File: config.mk
export PLATFORM = sky130hd
export DESIGN_NAME = map_rom_arbiter
export DESIGN_NICKNAME = d
export VERILOG_FILES = /design/src/rtl/vga_pkg.sv /design/src/rtl/map_arb_rr_pick.sv /design/src/rtl/map_rom_arbiter.sv
export SDC_FILE = /design/constraint.sdc
export NUM_CORES = 1
export LEC_CHECK = 0
export CORE_UTILIZATION = 25
export CTS_CLUSTER_DIAMETER = 50
export DETAILED_ROUTE_END_ITERATION = 8
export HOLD_SLACK_MARGIN = 0.06
export PLACE_DENSITY = 0.53
export SLEW_MARGIN = 10
export SYNTH_ARGS = -nofsm -noshare
export SYNTH_HDL_FRONTEND = slang
export SYNTH_SLANG_ARGS = --single-unit
File: constraint.sdc
create_clock -name clk -period 3.3 [get_ports clk]
set_input_delay 0.495 -clock clk [delete_from_list [all_inputs] [get_ports clk]]
set_output_delay 0.495 -clock clk [all_outputs]
set_load 0.05 [all_outputs]
File: src/rtl/vga_pkg.sv
// Shared map ROM widths and types for the game video block.
// Address is {row[5:0], col[7:0]}; data is one 12-bit pixel word.
package vga_pkg;
  localparam int MAP_ADR_W  = 14;
  localparam int MAP_DATA_W = 12;

  typedef logic [MAP_ADR_W-1:0]  map_adr_t;
  typedef logic [MAP_DATA_W-1:0] map_data_t;
endpackage

File: src/rtl/map_arb_rr_pick.sv
// Rotate-priority encoder: first set request at or above the pointer,
// wrapping to 0; returns one-hot winner, its index and a found flag.
module map_arb_rr_pick #(
  parameter int N  = 4,
  parameter int IW = 2
) (
  input  logic [N-1:0]  i_req,
  input  logic [IW-1:0] i_ptr,
  output logic [N-1:0]  o_gnt,
  output logic [IW-1:0] o_idx,
  output logic          o_found
);

  int w_p;

  always_comb begin
    o_gnt   = '0;
    o_idx   = '0;
    o_found = 1'b0;
    w_p     = 0;
    for (int k = 0; k < N; k++) begin
      w_p = int'(i_ptr) + k;
      if (w_p >= N) w_p = w_p - N;
      if (!o_found && i_req[w_p]) begin
        o_found    = 1'b1;
        o_gnt[w_p] = 1'b1;
        o_idx      = IW'(w_p);
      end
    end
  end

endmodule

File: src/rtl/map_rom_arbiter.sv
// Round-robin arbiter with lock bursts sharing the level-map ROM.
// Define MAP_ARB_PRIO_EN to give requester 0 absolute priority.
module map_rom_arbiter
  import vga_pkg::*;
#(
  parameter int N_REQ     = 4,
  parameter int ROM_LAT   = 1,
  parameter int MAX_BURST = 8
) (
  input  logic                                 clk,
  input  logic                                 rst,
  input  logic [N_REQ-1:0]                     req,
  input  logic [N_REQ-1:0]                     lock,
  input  logic [N_REQ-1:0][MAP_ADR_W-1:0]      adr,
  output logic [N_REQ-1:0]                     gnt,
  output logic [N_REQ-1:0][MAP_DATA_W-1:0]     rdata,
  output logic [N_REQ-1:0]                     rdata_valid,
  output map_adr_t                             rom_adr,
  input  map_data_t                            rom_data
);

  localparam int IW = $clog2(N_REQ);
  localparam int CW = $clog2(MAX_BURST + 1);

  logic [IW-1:0] r_ptr;
  logic          r_own_vld;
  logic [IW-1:0] r_own_id;
  logic [CW-1:0] r_cnt;
  logic          r_excl_vld;
  logic [IW-1:0] r_excl_id;

  logic [ROM_LAT:0]  r_pv;
  logic [IW-1:0]     r_pid [ROM_LAT+1];

  logic [N_REQ-1:0] w_excl;
  logic [N_REQ-1:0] w_req_m;
  logic [N_REQ-1:0] w_rr_gnt;
  logic [IW-1:0]    w_rr_idx;
  logic             w_rr_found;
  logic             w_own_win;
  logic             w_found;
  logic [IW-1:0]    w_idx;
  logic [N_REQ-1:0] w_gnt;
  logic [CW-1:0]    w_cnt_inc;
  logic             w_keep;
  logic             w_hit_max;

  map_arb_rr_pick #(
    .N  (N_REQ),
    .IW (IW)
  ) u_pick (
    .i_req   (w_req_m),
    .i_ptr   (r_ptr),
    .o_gnt   (w_rr_gnt),
    .o_idx   (w_rr_idx),
    .o_found (w_rr_found)
  );

  always_comb begin
    w_excl = '0;
    if (r_excl_vld) w_excl[r_excl_id] = 1'b1;
    w_req_m   = req & ~w_excl;
    w_own_win = r_own_vld && req[r_own_id] &&
                (r_cnt < CW'(MAX_BURST));
    w_found = w_rr_found;
    w_idx   = w_rr_idx;
    if (w_own_win) begin
      w_found = 1'b1;
      w_idx   = r_own_id;
    end
`ifdef MAP_ARB_PRIO_EN
    if (w_req_m[0]) begin
      w_found = 1'b1;
      w_idx   = '0;
    end
`endif
    w_gnt = '0;
    if (w_found) w_gnt[w_idx] = 1'b1;
  end

  assign gnt = w_gnt;

  // Count continues only when the same owner is granted again
  always_comb begin
    w_cnt_inc = ((r_own_vld && r_own_id == w_idx) ? r_cnt : '0)
              + CW'(1);
    w_keep    = w_found && lock[w_idx] &&
                (w_cnt_inc < CW'(MAX_BURST));
    w_hit_max = w_found && lock[w_idx] &&
                (w_cnt_inc >= CW'(MAX_BURST));
  end

  always_ff @(posedge clk) begin
    if (rst) begin
      r_ptr      <= '0;
      r_own_vld  <= 1'b0;
      r_own_id   <= '0;
      r_cnt      <= '0;
      r_excl_vld <= 1'b0;
      r_excl_id  <= '0;
      rom_adr    <= '0;
    end else begin
      if (w_found) begin
        rom_adr <= adr[w_idx];
`ifdef MAP_ARB_PRIO_EN
        if (w_idx != '0)
`endif
          r_ptr <= (w_idx == IW'(N_REQ - 1)) ? '0 : w_idx + 1'b1;
      end
      r_own_vld  <= w_keep;
      r_own_id   <= w_idx;
      r_cnt      <= w_keep ? w_cnt_inc : '0;
      r_excl_vld <= w_hit_max;
      r_excl_id  <= w_idx;
    end
  end

  always_ff @(posedge clk) begin
    if (rst) begin
      r_pv <= '0;
      for (int s = 0; s <= ROM_LAT; s++) r_pid[s] <= '0;
      rdata       <= '0;
      rdata_valid <= '0;
    end else begin
      r_pv[0]  <= w_found;
      r_pid[0] <= w_idx;
      for (int s = 1; s <= ROM_LAT; s++) begin
        r_pv[s]  <= r_pv[s-1];
        r_pid[s] <= r_pid[s-1];
      end
      rdata_valid <= '0;
      if (r_pv[ROM_LAT]) begin
        rdata_valid[r_pid[ROM_LAT]] <= 1'b1;
        rdata[r_pid[ROM_LAT]]       <= rom_data;
      end
    end
  end

endmodule

== After elaboration in Yosys (flattened, before gate mapping) ==
Memory sizes are Yosys's and may differ from the RTL's.
Index checks and enable logic that the tools add are counted.

* Output and inout port bits: 70
* Logic and storage cells: 114
* Bits in registers: 78
* Memories: 1
* Bits in writable memories: 4
* Input bits: 78

* $lt $le $gt $ge: 17
* Muxes and demuxes: 50
* Bitwise logic cells: 6
* Reductions and logical operators: 17
* Equality and inequality tests: 2
* $add $sub $neg: 9

{| class="wikitable"
|+ Memory list
! memory !! words !! width !! rd ports !! clocked after Yosys merged registers in !! write ports !! RTL line !! source
|-
| r_pid || 2 || 2 || 2 || 0 || 2 || map_rom_arbiter.sv:33 || <nowiki>logic [IW-1:0] r_pid [ROM_LAT+1];</nowiki>
|}

{| class="wikitable"
|+ Operators with widths
! operator !! count
|-
| 32-bit by 4-bit < comparator with 1-bit output (second input constant) || 4
|-
| 32-bit 2-to-1 mux || 4
|-
| 32-bit by 4-bit greater-or-equal comparator with 1-bit output (second input constant) || 3
|-
| 32-bit by 4-bit subtractor with 32-bit output (second input constant) || 3
|-
| 48-bit bitwise mux || 1
|-
| 14-bit binary-select mux with 2-bit select || 1
|-
| 12-bit demux with 2-bit select || 1
|-
| 1-bit 2-to-1 mux || 21
|-
| 2-bit 2-to-1 mux || 8
|-
| 14-bit 2-to-1 mux || 1
|-
| 1-bit binary-select mux with 2-bit select || 6
|-
| 1-bit logical AND || 12
|-
| 12-bit 2-to-1 mux || 1
|-
| 4-bit 2-to-1 mux || 3
|-
| 2-bit by 3-bit < comparator with 1-bit output (second input constant) || 3
|-
| 4-bit < comparator (second input constant) || 2
|-
| 2-bit by 2-bit adder with 3-bit output (second input constant) || 2
|-
| 1-bit demux with 2-bit select || 3
|-
| 2-bit by 1-bit greater-or-equal comparator with 1-bit output (second input constant) || 3
|-
| 4-bit by 1-bit adder with 4-bit output (second input constant) || 1
|-
| 4-bit AND || 1
|-
| 4-bit greater-or-equal comparator (second input constant) || 1
|-
| 4-bit inverter || 1
|-
| 2-bit OR reduction || 2
|-
| other kinds (9) || 13
|}

== Logic depth before layout (Yosys ltp) ==
Gate-level depths: netlist of the first run.

* Depth after elaboration: 29
* Gate-level depth with buffers: 11
* Depth with buffers taken out: 9

== Cells and area by module ==
From an unflattened synthesis of the first run, not the netlist that was laid out.

* Cells, all modules: 442
* Area total of the unflattened synthesis: 3828.7 um^2

{| class="wikitable"
|+ By module, submodules not included
! module !! times used !! cells an instance !! sequential area each (um^2) !! area an instance (um^2)
|-
| map_rom_arbiter || 1 || 394 || 1601.5 || 3368.2
|-
| map_arb_rr_pick || 1 || 48 || 0.0 || 460.4
|}

== Worst setup path after synthesis of the first run ==
Ideal clock, no wire load.

* Path kind: input port to output port
* Start point: input port req[0]
* End point: output port gnt[0]
* Data required time: 2805 ps
* Arrival time: 2545 ps
* Stages: 10
* Buffers on the path: 2
* Setup slack: 260 ps
* Path through: clkbuf_1 > inv_1 > a311o_1 > a311o_1 > nand4_1 > nand2_2 > clkinv_2 > buf_6 > ha_1 > and2_1

* Word-level cells in the longest chain between the ends: 20
* Elaborated cells on any way between the ends: 39
* Classes of those cells: order compare: 2; mux: 27; bitwise: 1; reduce/logical: 9

{| class="wikitable"
|+ Ends and longest elaborated chain
! item !! RTL line !! source
|-
| start, declared || map_rom_arbiter.sv:12 || <nowiki>input logic [N_REQ-1:0] req,</nowiki>
|-
| 4-bit AND || map_rom_arbiter.sv:62 || <nowiki>w_req_m = req & ~w_excl;</nowiki>
|-
| 1-bit binary-select mux with 2-bit select || map_arb_rr_pick.sv:24 || <nowiki>if (!o_found && i_req[w_p]) begin</nowiki>
|-
| 1-bit 2-to-1 mux (not written as such) (2 in series) || map_arb_rr_pick.sv:24 ||
|-
| 1-bit 2-to-1 mux || map_arb_rr_pick.sv:24 ||
|-
| 1-bit zero test || map_arb_rr_pick.sv:24 ||
|-
| 1-bit logical AND || map_arb_rr_pick.sv:24 ||
|-
| 1-bit 2-to-1 mux || map_arb_rr_pick.sv:24 ||
|-
| 1-bit zero test || map_arb_rr_pick.sv:24 ||
|-
| [... 4 more ...] || -- ||
|-
| 2-bit 2-to-1 mux || map_arb_rr_pick.sv:24 ||
|-
| 2-bit 2-to-1 mux (*) || map_rom_arbiter.sv:67 || <nowiki>if (w_own_win) begin</nowiki>
|-
| net w_idx[0] || map_rom_arbiter.sv:42 || <nowiki>logic [IW-1:0] w_idx;</nowiki>
|-
| 2-bit by 3-bit < comparator with 1-bit output (not written as such) or 2-bit by 1-bit greater-or-equal comparator with 1-bit output (tied branches) || map_rom_arbiter.sv:78 || <nowiki>if (w_found) w_gnt[w_idx] = 1'b1;</nowiki>
|-
| 1-bit logical AND (not written as such) || map_rom_arbiter.sv:78 ||
|-
| 1-bit 2-to-1 mux (not written as such) || map_rom_arbiter.sv:78 ||
|-
| 1-bit demux with 2-bit select (*) || map_rom_arbiter.sv:78 ||
|-
| 4-bit 2-to-1 mux (*) || map_rom_arbiter.sv:78 ||
|-
| end, declared || map_rom_arbiter.sv:15 || <nowiki>output logic [N_REQ-1:0] gnt,</nowiki>
|}

The timed path passes the listed nets; every way through them passes the cells marked *. The select of a mux whose other input is x is not followed.

== Worst setup path in the final report of the first run ==
* Start point: input port req[2]
* End point: output port gnt[2]

Same word-level chain as after synthesis.

==> results.toml, run 1 <==
[synthesis]
synth-seq-cells = 80
synth_edf_count = 0
syn_nets = 549
ys_warn_count = 0
syn_avg_cell_area_um2 = 8.24
synth_commonest_cells = "nand2_1, dfxtp_1, a21oi_1"
synth.most_common_cell = "nand2_1"
synth.largest_area_cell = "dfxtp_1"
synth_top_flop_cell = "dfxtp_1"
synthArstFlopShare = 0
synth_top_area_share = 0.417
yosysUniqueCellTypes = 64
synth_area_leaders = "dfxtp_1, nand2_1, a21oi_1"
seq_area_frac_synth = 0.417
syn_area_mm2 = 0.00384
syn_inst = 466

[drt]
drc_errors = 0
drtIter0Drc = 323
final_antenna_net_count = 0
drt_pass1_iterations = 8
avgRoutedWirePerCell_um = 15.2
routed_wl_mm = 12.1
vias_per_cell = 4.89
vias = 3919

[cells_and_area]
fin_area_mm2 = 0.00594
post_layout_nonfiller_instances = 801
areaGrowthSynthToFinish_pct = 54.7
post-route-util = 0.403
drive_above_1_share = 0.102
antenna_cells = 0
fin_nets = 695

[setup_path]
cp_slowest_cell = "clkdlybuf4s50_1"
crit_family = "buffers and inverters"
cp-end-kind = "output pin"
required_ps = 2800
cpPeakStageDelay_ps = 430
crit_cells = 10
critPathLaunchType = "input pin"
critPathArrivalTime_ps = 2670
rr_worst_depth = 10
setup.worst_path.class = "in -> out"
crit_fanout = 4
crit_buf_inv = 3
worstPathCellList = "clkdlybuf4s50_1 -> mux2_2 -> o2bb2ai_2 -> a2111oi_4 -> nand4_1 -> nand2_2 -> clkinv_2 -> ha_1 -> and2_1 -> buf_4"

[global_routing]
grt_start_max_net_pins = 49
antenna_found_initial = 0
grt_first_pass_wirelength_mm = 19.3
grt_usage = 0.153
grt_overflow_total = 0
grt_pass1_vias = 3875

[pwr]
p_leak_nw = 2.23
ir_worst_vdd_mv = 0.309
p_per_area_mw_per_mm2 = 590
power.total_mw = 3.51

[clock_tree]
cts_hold_buffers = 0
clk_pin_slew_ps = 60
clkLatencyLatePin_ps = 330
htree_levels = 3
clkSinkCount = 80
cts-buffers-inserted = 9
cts-root-buf = "clkbuf_16"
clk_path_buf_depth = 2
cts_tree = "yes"

[placement]
hpwlAfterDp_mm = 9.09
placed_cells = 784
portBuffers = 147
gp_congestion = 0.889
place_area_mm2 = 0.00554

[status]
status = "finished, final reports clean"

[floorplan]
rows = 44
start_util = 0.260
dieArea_mm2 = 0.0159
die_x_um = 126
die_h_um = 126
coreArea_mm2 = 0.0148
pin_count = 148

[sta]
rsz0062_at_grt = "false"
tns_ps = 0
slew_headroom = 0.437
fin_crit_ps = 3170
period_share = 0.959
hold_violations = 0
clock.fmax_mhz = 316
tightestPinTransition_ps = 841
setup_viol = 0
slew_violations = 0
finalClockSkew_ps = 4.43

[min_path]
hp-class = "reg -> reg"
min_delay_path_depth = 1

[flow_run]
maxCapViolCount = 0
## stage by stage
| step | setup slack [ps] | hold WS, ps |
|---|---|---|
| CTS | 10.7 | 441 |
| finish | 134 | 437 |
| floorplan | 260 | 414 |
| global placement | 15.5 | 420 |
| global route | 3.94 | 470 |
| detailed placement | -96.0 | 425 |
## per-layer routing
metal  up-vias  track usage  wire, um
li1       1918            -         -
met1      1819        0.189      5400
met2       161        0.248      5620
met3        21       0.0497       960
met4         0       0.0553       155
met5         -            0         0
## layout by cell type, fill, tap and decap left out, types with 6 or more instances in the layout
master	synthesis	routed
clkdlybuf4s50_1	0	139
nand2_1	118	118
dfxtp_1	80	79
a21oi_1	54	54
buf_4	0	21
o21ai_0	17	17
nor2_1	17	17
mux2i_1	18	17
and3_1	16	16
a21boi_0	15	15
o311ai_1	10	10
clkbuf_16	0	9
inv_1	7	7
nand3_1	6	6
## worst paths after layout
path	from	to	slack, ps
max	req[2]	gnt[2]	130
max reg2reg	r_excl_id[0]	r_cnt[2]	270
min reg2reg	r_pv[0]	r_pv[1]	440
min	r_pv[0]	r_pv[1]	440
## registers in the layout (all words and copies together) (netlist names)
register / cells
rdata: 48
rom_adr: 14
r_cnt: 4
rdata_valid: 4
r_pid: 3
r_ptr: 2
r_pv: 2
r_excl_id: 1
r_excl_vld: 1
r_own_vld: 1
## cell type report
type / instances / area [um^2]
clock buffer: 9 / 225
clock inverter: 7 / 126
fill: 1447 / 8810
inverter: 8 / 31.3
multi-input combinational: 345 / 2070
sequential: 80 / 1610
tap: 184 / 230
timing repair buffer: 168 / 1650
## repair_timing
item,CTS,global route
setup endpoints to repair,2,4
pin swaps,0,3
setup buffers,0,1
resized for setup,1,9
## power by group
part	internal [mW]	total [mW]	switching, mW
clock	0.750	1.17	0.421
sequential	1.06	1.14	0.0790
combinational	0.499	1.20	0.697
## cells by family (layout without fill, tap and decap cells)
group / after synthesis / count (layout) / synth area share
and+or+nand+nor: 194 / 194 / 0.245
adders and majority gates: 5 / 5 / 0.0163
muxes: 20 / 20 / 0.0528
other: 1 / 1 / 0.000976
buffers and inverters: 41 / 192 / 0.0495
DFF: 80 / 80 / 0.417
xor gates and xnor gates: 1 / 1 / 0.00228
AOI/OAI and AO/OA: 124 / 124 / 0.217
Power figures use the tool's default switching activity.
==> run 2, diff against run 1 <==
ABC_CLOCK_PERIOD_IN_PS = 3300   (was not set)
CORE_MARGIN = 2   (was not set)
==> run 2 against run 1 <==
Compared with the run above: combinational power about the same; global-route usage is 0.91 points lower; core utilization decreased by 1.4 points; non-clock buffer count down 1; critical endpoint unchanged; worst setup slack better by 18 ps; clock skew is 1.7 ps higher; largest cell class unchanged; first-iteration DRC count grew 11%; wire length down 2.3%; register-to-register slack improved by 80 ps; critical path depth up 1; cell area down 1.4%.
==> results.toml, run 2 (same netlist as run 1, synthesis figures left out) <==
[setup_path]
required_ps = 2800
cp-end-kind = "output pin"
critPathLaunchType = "input pin"
critPathArrivalTime_ps = 2650
crit_fanout = 8
setup.worst_path.class = "in -> out"

[cells_and_area]
reg.largest.list = "rdata: 48 flops, rom_adr: 14 flops"
largest_register = "rdata"
fin_nets = 694
layout_common_cells = "clkdlybuf4s50_1, nand2_1, dfxtp_1"
largest_reg_flops = 48
drive_above_1_share = 0.0990
areaGrowthSynthToFinish_pct = 52.5
antenna_cells = 0
final_common_cell = "clkdlybuf4s50_1"

[sta]
fin_crit_ps = 3150
finalClockSkew_ps = 6.10
setup_viol = 0
fin_ws_ps = 153
tightestPinTransition_ps = 828
period_share = 0.954
tns_ps = 0
clock.fmax_mhz = 318
hold_violations = 0
slew_violations = 0
slew_headroom = 0.446

[clock_tree]
cts_tree = "yes"
htree_levels = 3
clk_path_buf_depth = 2
clk_pin_slew_ps = 60
clkSinkCount = 80
cts-buffers-inserted = 9
clkLatencyLatePin_ps = 340
cts-root-buf = "clkbuf_16"

[global_routing]
grt_usage = 0.144
grt.busiest_layer = "met2"
grt_first_pass_wirelength_mm = 18.7
antenna_found_initial = 0
gr-usage-met3 = 0.0472
grt_pass1_vias = 3682
gr-usage-met1 = 0.182
grt_start_max_net_pins = 74
grt_overflow_total = 0
grtUsageMet2 = 0.227

[floorplan]
pin_count = 148
die_h_um = 128
dieArea_mm2 = 0.0164
coreArea_mm2 = 0.0151
start_util = 0.255
rows = 45
die_x_um = 128

[drt]
routed_wl_mm = 11.9
drtIter0Drc = 360
drt_pass1_iterations = 5
final_antenna_net_count = 0
avgRoutedWirePerCell_um = 14.7
vias_per_cell = 4.83
vias = 3883
drc_errors = 0

[placement]
portBuffers = 147
gp_congestion = 0.910
dp_slack_ps = -11.8
hpwlAfterDp_mm = 8.95

[pwr]
ir_worst_vdd_mv = 0.359
p_leak_nw = 2.19
p_per_area_mw_per_mm2 = 565

[flow_run]
maxCapViolCount = 0

[status]
status = "finished, final reports clean"

[min_path]
hp-class = "in -> reg"
## run 2: stage by stage
step	cells	hold WS (ps)	area, um^2	util	power, mW
3_3_place_gp	787	424	5540	0.367	2.32
4_1_cts	803	384	5840	0.387	3.34
5_1_grt	804	395	5860	0.388	3.48
6_report	804	396	5860	0.388	3.31
3_5_place_dp	787	449	5540	0.367	2.33
2_1_floorplan	466	414	3840	-	1.90
## run 2: critical path, cell delays in order
cell and delay (ps):
clkdlybuf4s50_1 420, buf_4 170, mux2i_2 200, o2bb2ai_2 120, buf_4 150, a2111o_1 330, o211a_1 170, inv_1 90
ha_1 140, and2_1 150, buf_4 210
## run 2: power breakdown
group          switching [mW]  internal [mW]  total [mW]
clock                   0.401          0.590       0.991
combinational           0.691          0.486        1.18
sequential             0.0789           1.06        1.14
total                    1.17           2.14        3.31
## run 2: metal layers
metal / routed length, um / part of all wire / vias to the layer above
met4: 125 / 0.011 / 0
met5: 0 / 0 / -
met1: 5350 / 0.45 / 1784
met3: 903 / 0.076 / 14
li1: - / - / 1925
met2: 5480 / 0.46 / 160
## run 2: what timing repair did
action                                  CTS  global route
gates resized for setup                   1             5
hold buffers                              0             0
endpoints found under the setup margin    1             3
buffers inserted                          0             1
pin swaps                                 0             1
## run 2: area by class of cell
type	instances	area, um^2
multi-input cells	345	2050
flip-flops and latches	80	1600
repair buffers	167	1640
clock inverters	6	68.8
fillers	1555	9230
inverters	8	31.3
clock buffers	10	229
well taps	188	235
## run 2: path summary, 6_finish.rpt
kind	startpoint	end	slack, ps	cells past startpoint
worst min-delay path	rst	r_pv[0]	400	2
worst max-delay path	req[0]	gnt[2]	150	11
worst max register to register	r_excl_vld	r_cnt[2]	350	10
worst min register to register	rdata[44]	rdata[44]	450	2
==> run 3, diff against run 2 <==
--- a/config.mk
+++ b/config.mk
@@ -12,2 +12,3 @@
 export DETAILED_ROUTE_END_ITERATION = 8
+export GPL_TIMING_DRIVEN = 1
 export HOLD_SLACK_MARGIN = 0.06
--- a/constraint.sdc
+++ b/constraint.sdc
@@ -3,2 +3,2 @@
 set_output_delay 0.495 -clock clk [all_outputs]
-set_load 0.05 [all_outputs]
+set_load 0.02 [all_outputs]
==> run 3 against run 2 <==
Compared with the run above: final cell count grew 1.9%; wire length grew 6.6%; global-route usage grew 0.66 points; flip-flop and latch count is the same; sequential power is essentially flat.
==> results.toml, run 3 (same netlist as run 1, synthesis figures left out) <==
[status]
status = "finished, final reports clean"

[cells_and_area]
fin_area_mm2 = 0.00599
reg.largest.list = "rdata: 48 flops, rom_adr: 14 flops"
multi_input_area_mm2 = 0.00207
post_layout_nonfiller_instances = 819
regArea_mm2 = 0.00160
largest_reg_flops = 48
largest_register = "rdata"
layout_common_cells = "clkdlybuf4s50_1, nand2_1, dfxtp_1"
final.fill_count = 1531
drive_above_1_share = 0.120
fin_nets = 709
antenna_cells = 0
final_common_cell = "clkdlybuf4s50_1"
post-route-util = 0.397
areaGrowthSynthToFinish_pct = 55.9

[drt]
drt_pass1_iterations = 6
drc_errors = 0
top_layer_used = "met4"
routed_wl_mm = 12.6
drtIter0Drc = 319
vias = 3922
vias_per_cell = 4.79
wl_met2_mm = 5.68
wl_met3_um = 863
avgRoutedWirePerCell_um = 15.4
met1Wirelength_mm = 5.83
final_antenna_net_count = 0

[setup_path]
critPathArrivalTime_ps = 2640
cp-end-kind = "output pin"
cp_slowest_cell = "clkdlybuf4s50_1"
worstPathCellList = "clkdlybuf4s50_1 -> mux2_2 -> o2bb2ai_4 -> a2111oi_4 -> nand4_1 -> nand2_2 -> ha_1 -> and2_1 -> dlygate4sd2_1"
cpPeakStageDelay_ps = 430
crit_fanout = 4
required_ps = 2800
critPathLaunchType = "input pin"
setup.worst_path.class = "in -> out"

[clock_tree]
cts_tree = "yes"
cts-buffers-inserted = 9
cts_hold_buffers = 0
clkSinkCount = 80
clkLatencyLatePin_ps = 340
clk_pin_slew_ps = 60
clk_path_buf_depth = 2
htree_levels = 3
cts-root-buf = "clkbuf_16"

[pwr]
clkPwrFrac = 0.339
netSwitchingPower_mw = 0.996
ir_worst_vdd_mv = 0.273
p_leak_nw = 2.28
p_int_mw = 2.26
p_per_area_mw_per_mm2 = 543
p_seq_frac = 0.350
p_comb_frac = 0.311
switching_share = 0.306

[global_routing]
grt_usage = 0.150
antenna_found_initial = 0
grt_first_pass_wirelength_mm = 19.5
grt_overflow_total = 0
grt_start_max_net_pins = 49
grt_pass1_vias = 3797

[sta]
finalClockSkew_ps = 4.82
clock.fmax_mhz = 318
tightestPinTransition_ps = 806
hold_violations = 0
setup_viol = 0
hold-worst-slack_ps = 438
fin_crit_ps = 3140
period_share = 0.951
slew_violations = 0
rsz0062_at_grt = "false"
fin_ws_ps = 160
slew_headroom = 0.461

[floorplan]
die_h_um = 128
dieArea_mm2 = 0.0164
pin_count = 148
die_x_um = 128
coreArea_mm2 = 0.0151
start_util = 0.255
rows = 45

[placement]
placed_cells = 802
place_area_mm2 = 0.00564
dp_slack_ps = -260
hpwlAfterDp_mm = 9.47
portBuffers = 147
gp_congestion = 0.810

[flow_run]
maxCapViolCount = 0

[min_path]
hp-class = "reg -> reg"
run 3: path summary, 6_finish.rpt:
path | from | cells past startpoint | endpoint | slack [ps]
setup / recovery | req[2] | 9 | gnt[3] | 160
setup reg to reg | r_excl_id[0] | 11 | r_cnt[2] | 200
hold / removal | r_pv[0] | 1 | r_pv[1] | 440
hold reg to reg | r_pv[0] | 1 | r_pv[1] | 440
run 3: layout make-up:
type                       count  area share
multi-input combinational    345       0.345
tap                          188      0.0393
inverter                       8     0.00522
clock inverter                 4      0.0127
sequential                    80       0.268
clock buffer                  12      0.0428
timing repair buffer         182       0.287
run 3: power by group through the flow:
stage	clock network, mW	registers (mW)	logic (mW)
after detailed placement	0	1.16	1.01
after floorplan	0	1.22	0.492
after global placement	0	1.16	1.01
after global routing	1.18	1.15	1.10
final	1.10	1.14	1.01
after CTS	1.14	1.14	1.01
run 3: metrics by stage:
stage / power (mW) / setup TNS, ps
floorplan: 1.71 / 0
global placement: 2.17 / -1080
detailed placement: 2.17 / -1040
CTS: 3.28 / 0
global route: 3.43 / 0
finish: 3.25 / 0
run 3: critical path: cells and delay by family:
family	cells	cell delay, ps
adders and majority gates	1	150
AOI/OAI and AO/OA	2	480
and+or+nand+nor	3	460
muxes	1	310
buffers and inverters	2	760
run 3: per-layer routing:
metal | GRT usage | vias up
met1 | 0.191 | 1794
met5 | 0 | -
met3 | 0.0380 | 24
li1 | - | 1950
met4 | 0.0608 | 0
met2 | 0.244 | 154
run 3: what timing repair did:
| item | CTS | global route |
|---|---|---|
| setup buffers | 0 | 1 |
| gates cloned | 0 | 0 |
| resized for setup | 7 | 11 |
| setup endpoints to repair | 4 | 5 |
| pin swaps | 0 | 3 |
